## src/rtl/pipelined_adder.sv

```systemverilog
`default_nettype none
// =============================================================================
// pipelined_adder : WIDTH-bit add/subtract split into STAGES carry-linked
//                   segments, with valid/ready flow control at both ends.
// Revision        : 1.0
// =============================================================================
module pipelined_adder #(
  parameter int WIDTH  = 16,
  parameter int STAGES = 4
) (
  input  logic             CLK,
  input  logic             RST_N,
  input  logic             IN_VALID,
  output logic             IN_READY,
  input  logic [WIDTH-1:0] A,
  input  logic [WIDTH-1:0] B,
  input  logic             C,
  input  logic             SUB,
  output logic             OUT_VALID,
  input  logic             OUT_READY,
  output logic [WIDTH-1:0] F,
  output logic             COUT,
  output logic             OVF
);

  localparam int SEG = WIDTH / STAGES;

  logic             en;
  logic [WIDTH-1:0] b_cond;
  logic             cin_cond;

  logic             out_valid_q, out_valid_d;
  logic [WIDTH-1:0] f_q, f_d;
  logic             cout_q, cout_d;
  logic             ovf_q, ovf_d;

  // A single advance enable stalls every stage together.
  assign en       = !out_valid_q || OUT_READY;
  assign IN_READY = en;

  assign b_cond   = SUB ? ~B : B;
  assign cin_cond = SUB ? 1'b1 : C;

  for (genvar k = 0; k < STAGES; k++) begin : g_stage
    localparam int LO  = k * SEG;
    localparam int REM = WIDTH - LO;

    logic [REM-1:0]    a_in;
    logic [REM-1:0]    b_in;
    logic              carry_in;
    logic              valid_in;
    logic [LO+SEG-1:0] sum_acc;
    logic [SEG:0]      seg_sum;

    // Operands arrive with already-consumed low segments stripped off,
    // so the segment this stage adds is always at the bottom.
    assign seg_sum = {1'b0, a_in[SEG-1:0]} + {1'b0, b_in[SEG-1:0]}
                   + {{SEG{1'b0}}, carry_in};

    if (k == 0) begin : g_src_port
      assign a_in     = A;
      assign b_in     = b_cond;
      assign carry_in = cin_cond;
      assign valid_in = IN_VALID;
      assign sum_acc  = seg_sum[SEG-1:0];
    end else begin : g_src_prev
      assign a_in     = g_stage[k-1].g_mid.a_q;
      assign b_in     = g_stage[k-1].g_mid.b_q;
      assign carry_in = g_stage[k-1].g_mid.carry_q;
      assign valid_in = g_stage[k-1].g_mid.valid_q;
      assign sum_acc  = {seg_sum[SEG-1:0], g_stage[k-1].g_mid.sum_q};
    end

    if (k < STAGES - 1) begin : g_mid
      logic [REM-SEG-1:0] a_q, a_d;
      logic [REM-SEG-1:0] b_q, b_d;
      logic [LO+SEG-1:0]  sum_q, sum_d;
      logic               carry_q, carry_d;
      logic               valid_q, valid_d;

      always_comb begin
        a_d     = a_q;
        b_d     = b_q;
        sum_d   = sum_q;
        carry_d = carry_q;
        valid_d = valid_q;
        if (en) begin
          valid_d = valid_in;
          if (valid_in) begin
            a_d     = a_in[REM-1:SEG];
            b_d     = b_in[REM-1:SEG];
            sum_d   = sum_acc;
            carry_d = seg_sum[SEG];
          end
        end
      end

      always_ff @(posedge CLK or negedge RST_N) begin
        if (!RST_N) begin
          a_q     <= '0;
          b_q     <= '0;
          sum_q   <= '0;
          carry_q <= 1'b0;
          valid_q <= 1'b0;
        end else begin
          a_q     <= a_d;
          b_q     <= b_d;
          sum_q   <= sum_d;
          carry_q <= carry_d;
          valid_q <= valid_d;
        end
      end
    end else begin : g_last
      // Only the top segment remains here, so bit REM-1 is the operand MSB.
      always_comb begin
        out_valid_d = out_valid_q;
        f_d         = f_q;
        cout_d      = cout_q;
        ovf_d       = ovf_q;
        if (en) begin
          out_valid_d = valid_in;
          if (valid_in) begin
            f_d    = sum_acc;
            cout_d = seg_sum[SEG];
            ovf_d  = (a_in[REM-1] == b_in[REM-1]) && (seg_sum[SEG-1] != a_in[REM-1]);
          end
        end
      end

      always_ff @(posedge CLK or negedge RST_N) begin
        if (!RST_N) begin
          out_valid_q <= 1'b0;
          f_q         <= '0;
          cout_q      <= 1'b0;
          ovf_q       <= 1'b0;
        end else begin
          out_valid_q <= out_valid_d;
          f_q         <= f_d;
          cout_q      <= cout_d;
          ovf_q       <= ovf_d;
        end
      end
    end
  end

  assign OUT_VALID = out_valid_q;
  assign F         = f_q;
  assign COUT      = cout_q;
  assign OVF       = ovf_q;

endmodule
`default_nettype wire
```

## config.mk

```make
export PLATFORM = sky130hd
export DESIGN_NAME = pipelined_adder
export DESIGN_NICKNAME = d
export VERILOG_FILES = /design/src/rtl/pipelined_adder.sv
export SDC_FILE = /design/constraint.sdc
export NUM_CORES = 1
export LEC_CHECK = 0
export ABC_CLOCK_PERIOD_IN_PS = 2200
export CAP_MARGIN = 15
export CORE_MARGIN = 10
export CORE_UTILIZATION = 55
export DETAILED_ROUTE_END_ITERATION = 10
export PLACE_DENSITY = 0.8
export SETUP_SLACK_MARGIN = 0.15
export SLEW_MARGIN = 15
export SYNTH_ARGS = -nofsm -noshare
export SYNTH_HDL_FRONTEND = slang
export SYNTH_SLANG_ARGS = --single-unit
export TNS_END_PERCENT = 30
```

## constraint.sdc

```tcl
create_clock -name CLK -period 2.2 [get_ports CLK]
set_clock_uncertainty 0.2 [all_clocks]
set_input_delay 0.33 -clock CLK [delete_from_list [all_inputs] [get_ports CLK]]
set_output_delay 0.33 -clock CLK [all_outputs]
set_load 0.05 [all_outputs]
```

---- Word-level counts from Yosys, hierarchy flattened ----
Cells that the tools add are included.
operators by class
  multiplexer cells ....................... 2
  $add $sub $neg .......................... 8
  bitwise gates (word level) .............. 1
  equal/unequal tests ..................... 2
  reductions and logical operators ........ 7
operator list
  cell                   count
  adder 4 x 4 -> 5 bit   4
  adder 5 x 1 -> 5 bit   4
  two-way mux 16 bit     1
  inverter 16 bit        1
  AND reduction 2 bit    4
  == test 1 bit          1
  logical AND 1 bit      1
  zero test 1 bit        1
  logical OR 1 bit       1
  two-way mux 1 bit      1
  inequality test 1 bit  1
word-level totals
  bits in registers ....................... 97
  word-level logic and storage cells ...... 39
  output and inout port bits .............. 20

---- Depth between registers and ports, before layout ----
Gate-level depths: netlist of run 1.
  word-level depth ........................ 4
  gate-level depth with buffers ........... 8
  mapped depth without buffers ............ 6

---- Worst setup path after synthesis of run 1 ----
No wires, ideal clock.
  path kind ............................... input port to flip-flop
  start point ............................. in SUB
  end point ............................... reg g_stage[0].g_mid.carry_q
  stages on the path ...................... 8
  library setup time ...................... 129 ps
  buffers on the path ..................... 2
  required time ........................... 1,871 ps
  path slack .............................. -307 ps
  arrival time ............................ 2,178 ps
  cells stage by stage .................... buf_2 buf_2 or2_2 fa_1 fa_1 a21o_1 a21oi_1 o21ai_0
between the ends
  longest elaborated chain between the ends .. 3
ends and longest elaborated chain
  what                      RTL line  text
  from (decl)               18        input logic SUB,
  two-way mux 16 bit        41        assign b_cond = SUB ? ~B : B;
  adder 4 x 4 -> 5 bit      57        assign seg_sum = {1'b0, a_in[SEG-1:0]} + {1'b0, b_in[SEG-1:0]}
  adder 5 x 1 -> 5 bit (*)  58        + {{SEG{1'b0}}, carry_in};
  to (signal assigned)      109       carry_q <= carry_d;
  to (decl)                 78        logic carry_q, carry_d;
Every way passes the cells marked *; elsewhere a longest branch is shown, timed or not.
A chain may end at the register's enable or synchronous reset.

---- Worst setup path after layout of run 1 ----
  start point ............................. reg f_q[0], in the netlist F[0]
  end point ............................... out F[0]
RTL lines
  what                    RTL line  text
  from (decl)             33        logic [WIDTH-1:0] f_q, f_d;
  from (signal assigned)  133       f_q <= '0;
  from (signal assigned)  138       f_q <= f_d;
  to (decl)               21        output logic [WIDTH-1:0] F,
No word-level cell between the ends.

==> results of run 1 <==
cell usage in the layout (no fill, tap or decap), types with 7 or more instances in the layout:
| master | count |
|---|---|
| dfrtp_1 | 97 |
| mux2_2 | 67 |
| o21ai_0 | 48 |
| clkdlybuf4s50_1 | 48 |
| xnor2_1 | 15 |
| ha_1 | 12 |
| buf_4 | 12 |
| clkbuf_8 | 10 |
| a21oi_1 | 9 |
| inv_1 | 7 |
where the power goes:
group          leakage (nW)  switching, mW  internal, mW
registers              1.17          0.463          2.58
clock network        0.0907          0.574         0.446
logic                  1.07           1.81          1.63
repair_timing:
item / in CTS / in global routing
hold buffers: 1 / 0
resized for setup: 2 / 6
pin swaps: 2 / 0
hold endpoints to repair: 29 / 0
setup endpoints to repair: 19 / 21
layer usage:
metal,track usage [%],up-vias,wire [um]
met3,3.776,5,379
met4,4.461,0,68
met2,23.18,57,4171
met1,17.55,1334,3440
met5,0,-,0
li1,-,1259,-
final cells by class:
| class | count | area (um2) |
|---|---|---|
| clock buffer | 12 | 145.1 |
| clock inverter | 4 | 27.53 |
| fill | 559 | 2440 |
| inverter | 8 | 42.54 |
| multi-input combinational | 198 | 1817 |
| sequential | 97 | 2427 |
| tap | 102 | 127.6 |
| timing repair buffer | 70 | 700.7 |
state kept, by name, indices dropped and copies added, names as in the netlist:
register / flops
COUT: 1
F: 16
OUT_VALID: 1
OVF: 1
g_stage.g_mid.a_q: 24
g_stage.g_mid.b_q: 24
g_stage.g_mid.carry_q: 3
g_stage.g_mid.sum_q: 24
g_stage.g_mid.valid_q: 3
kinds of logic (layout without fill, tap and decap cells):
kind of cell             Yosys count  count (layout)
buffers and inverters             21              94
AO/OA/AOI/OAI                     74              74
adder cells (fa/ha/maj)           20              20
flip-flops                        97              97
XOR/XNOR                          20              20
multiplexers                      67              67
AND/OR/NAND/NOR                   17              17
stage by stage:
step,power (mW),hold WS [ns],cells,cell area (um2)
2_1_floorplan,5.566,-0.1656,316,4405
3_3_place_gp,6.372,0.08481,474,5092
3_5_place_dp,6.566,0.08298,474,5092
4_1_cts,7.587,0.2322,491,5273
5_1_grt,8.006,0.2820,491,5288
6_report,7.504,0.2497,491,5288
final timing paths:
path                                         start                   endpoint  slack (ns)  cells past startpoint
max                                           F[0]                       F[0]        0.16                      1
min                                          RST_N    g_stage[0].g_mid.a_q[5]        0.25                      2
max reg2reg                g_stage[0].g_mid.a_q[0]   g_stage[1].g_mid.carry_q        0.19                      5
min reg2reg                                   F[4]                       F[4]        0.30                      1
max in group asynchronous                    RST_N  g_stage[2].g_mid.sum_q[6]        0.98                      3
min in group CLK                              F[4]                       F[4]        0.30                      1
==> metrics.txt, run 1 <==
worst slack, placed -0.4140 ns; Syn Area/Cell 13.85 um2; Initial Utilization 56.65%; outcome finished clean; Worst path top cell family by delay buffers and inverters; Fin. Hold Viols 0; first-pass GRT wire length 13260 um; Power Density 1419 mW/mm2; root buf cell clkbuf_8; Slew @ Worst Pin 0.5157 ns; Synth Area in Simple Gates 3.372%; fin nets around 440; Synth Area in Compound Gates roughly a tenth; Syn Inst Count 316; Clock Latency Late Sink 0.35 ns; CP Class reg2out; # setup viols final 0; Core Region 0.007727 mm2; Worst Slack Setup Final 0.1557 ns; total CTS buffers 9; unrepaired setup endpoints after global routing yes; vias in the first global route 2758; CTS Buffer Depth 2; Die ar. between 0.01 and 0.015 mm2; FF+latch count, synth 97; largest family of logic cells by synthesized area multiplexers; Req. time, crit path approximately 1.7 ns; DIE HEIGHT between 100 and 150 um; Tot GR Track Use 14.01%; Bufs and invs on worst path 1; Synth top area share 55.44%; port bufs 57; Tcrit/Tclk final 92.92%; post-CTS setup buffers 0; CTS tree yes; antenna cells 0; initial antenna violation count 0; Finished Core Util 68.43%; DR WL/cell 16.42 um; maximum VDD drop 0.0005810 V; synthesized area between 0.004 and 0.005 mm2; drt pass-1 iters 4; WL final roughly 8000 um; largest stage delay on the critical path 0.81 ns; crit path cell chain clkdlybuf4s50_1; dpl hpwl 6177 um; Most used DFF post-synth dfrtp_1; post-route ant nets 0; Slew Limit Fails 0; Sink Count 97; min Tclk post-route 2.044 ns; Yosys warnings 0; Max Cap Viol 0; worst path arrival time approximately 1.5 ns; Post-synth EDFFs 0; FMAX 489.2 MHz; sequential fraction of the synthesis area between 50% and 60%; Hold Crit Class in2async; GP Congestion 0.8076; Die W 109.2 um; adder-cell area share of the yosys netlist 7.088%; DRC Markers 0; Row Count 32; total grt overflow 0; largest net degree at the start of global routing 40; Post-synth ARST share 100.0%; Max stage delay cell, worst path clkdlybuf4s50_1; Synth Net Count 374; setup_tns 0 ns; count leader, synth dfrtp_1; CP Max Fanout 2; Yosys cell types 30; leakage 2.327 nW; Area Overhead vs Synth 20.78%; Reg clk slew, reported paths roughly 0.090 ns; H-tree depth 3; xor and xnor area share after synthesis under 10%; post-synthesis mux area share approximately 17%; dominant cells by area after synthesis dfrtp_1, mux2_2, o21ai_0, fa_1, ha_1; Initial DRC Count 116; via density per instance 5.407; via count 2655; crit end category output port; synth cell count leaders dfrtp_1, mux2_2, o21ai_0, xnor2_1, ha_1; crit start category register; layout cell share with drive strength beyond 1 about 27%; # IOs 58; cell taking the most area after synthesis dfrtp_1; worst relative slew slack 65.57%
Power figures use the tool's default switching activity.
==> run 2: changes to the inputs <==
- CTS_BUF_LIST: not set -> sky130_fd_sc_hd__clkbuf_8
==> metrics.txt, run 2 (synthesis results as in run 1) <==
H-tree depth 3 (unchanged); WL final 8063 um (was 8061 um); Min Hold Slack 0.2478 ns (was 0.2497 ns); largest net degree at the start of global routing 40 (unchanged); Area Overhead vs Synth 20.75% (was 20.78%); most frequent cells in the layout dfrtp_1, mux2_2, o21ai_0 (was dfrtp_1, mux2_2, o21ai_0, clkdlybuf4s50_1, xnor2_1); CTS tree yes (unchanged); Sink Count 97 (unchanged); Bufs and invs on worst path 1 (unchanged); worst slack, placed -0.4140 ns (unchanged); Initial Utilization 56.65% (unchanged); dpl hpwl 6177 um (unchanged); design area 0.005286 mm2 (was 0.005288 mm2); Power Density 1417 mW/mm2 (was 1419 mW/mm2); fin nets 442 (unchanged); leakage 2.338 nW (was 2.327 nW); CP Max Fanout 2 (unchanged); FILL cells 558 (was 559); Core Region 0.007727 mm2 (unchanged); Initial DRC Count 117 (was 116); min Tclk post-route 2.044 ns (about the same); via count 2656 (was 2655); Sw Ratio 38.05% (was 37.95%); Hold Crit Class in2async (unchanged); Clock Latency Late Sink 0.35 ns (about the same); post-CTS setup buffers 0 (unchanged); Inst Count DP 474 (unchanged); port bufs 57 (unchanged); antenna cells 0 (unchanged); post-route ant nets 0 (unchanged); DR WL/cell 16.42 um (about the same); Fin. Hold Viols 0 (unchanged); Reg clk slew, reported paths 0.09 ns (about the same); Die W 109.2 um (unchanged); total chip power 7.490 mW (was 7.504 mW); Cell Count, Final, Fillers Out 491 (unchanged); Clk pwr share 13.5% (was 13.6%); Max Cap Viol 0 (unchanged); FMAX 489.2 MHz (about the same); CTS Buffer Depth 2 (unchanged); Req. time, crit path 1.67 ns (about the same); crit path cell chain clkdlybuf4s50_1 (unchanged); Worst path top cell family by delay buffers and inverters (unchanged); commonest non-fill, non-tap cell in the layout dfrtp_1 (unchanged); crit start category register (unchanged); Post-DP Area 0.005092 mm2 (unchanged); outcome finished clean (unchanged); worst reg-to-reg setup slack 0.19 ns (about the same); # setup viols final 0 (unchanged); Tcrit/Tclk final 92.91% (was 92.92%); unrepaired setup endpoints after global routing yes (unchanged); CP startpoint F[0] (unchanged); first-pass GRT wire length 13260 um (unchanged); internal power 4.640 mW (was 4.656 mW); share of power burned in registers 40.7% (was 40.6%); crit end category output port (unchanged); initial antenna violation count 0 (unchanged); drt pass-1 iters 4 (unchanged); Row Count 32 (unchanged); CP Class reg2out (unchanged); Slew Limit Fails 0 (unchanged); largest stage delay on the critical path 0.81 ns (about the same); DIE HEIGHT 109.2 um (unchanged); root buf cell clkbuf_8 (unchanged); Worst Slack Setup Final 0.1559 ns (was 0.1557 ns); via density per instance 5.409 (was 5.407); worst relative slew slack 65.57% (unchanged); Largest regs g_stage.g_mid.a_q (24), g_stage.g_mid.b_q (24), g_stage.g_mid.sum_q (24) (unchanged); Tot GR Track Use 14.01% (unchanged); Reg2Reg Launch Point g_stage[0].g_mid.a_q[0] (unchanged); Comb power frac 45.8% (about the same); Max stage delay cell, worst path clkdlybuf4s50_1 (unchanged); DRC Markers 0 (unchanged); worst path arrival time 1.51 ns (about the same); # IOs 58 (unchanged); maximum VDD drop 0.0005728 V (was 0.0005810 V); switching pwr 2.850 mW (was 2.848 mW); Slew @ Worst Pin 0.5157 ns (unchanged); total CTS buffers 9 (unchanged); total grt overflow 0 (unchanged); Die ar. 0.01193 mm2 (unchanged); layout cell share with drive strength beyond 1 27.25% (unchanged); GP Congestion 0.8076 (unchanged); vias in the first global route 2758 (unchanged)
[run 2: changes by cell type in the layout (fill, tap and decap cells not counted), sizes merged]
cell	previous run	this run
inv	8	10
dlygate4sd2	2	3
clkbuf	12	10
clkdlybuf4s50	48	47
[run 2: power groups by stage]
stage                     clock network (mW)  logic, mW  registers, mW
after CTS                               1.05       3.47           3.06
after global placement                     0       3.32           3.05
final                                   1.01       3.43           3.05
after global routing                    1.13       3.71           3.15
after detailed placement                   0       3.47           3.10
after floorplan                            0       2.02           3.55
[run 2: per-layer routing]
metal	routed length (um)	global-route usage, %	vias up
met5	0	0	-
met4	68	4.461	0
met3	373	3.776	5
met2	4164	23.18	53
met1	3455	17.55	1338
li1	-	-	1260
[run 2: final cells by class]
type	count	area (um2)	share of cell area, %
Inverter	8	42.54	0.8047
Clock buffer	10	137.6	2.604
Clock inverter	6	35.03	0.6627
Sequential cell	97	2427	45.92
Multi-Input combinational cell	198	1817	34.37
Timing Repair Buffer	70	699.4	13.23
Tap cell	102	127.6	2.414
[run 2: stage by stage]
step,TNS [ns],utilization [%]
finish,0,68.41
detailed placement,-1.427,65.90
global placement,-1.185,65.90
global route,0,68.41
floorplan,-0.1249,-
CTS,0,68.22
[run 2: path summary, 6_finish.rpt]
check / depth (start not counted) / to
min in group CLK: 1 / F[4]
max reg2reg: 5 / g_stage[1].g_mid.carry_q
max: 1 / F[0]
min: 2 / g_stage[0].g_mid.a_q[5]
max in group asynchronous: 3 / g_stage[2].g_mid.sum_q[6]
min reg2reg: 1 / F[4]
[run 2: what timing repair did]
action | in CTS | in global routing
pin swaps | 2 | 0
setup endpoints to repair | 20 | 20
hold buffers | 1 | 0
resized for setup | 3 | 6
endpoints found under the hold margin | 29 | 0
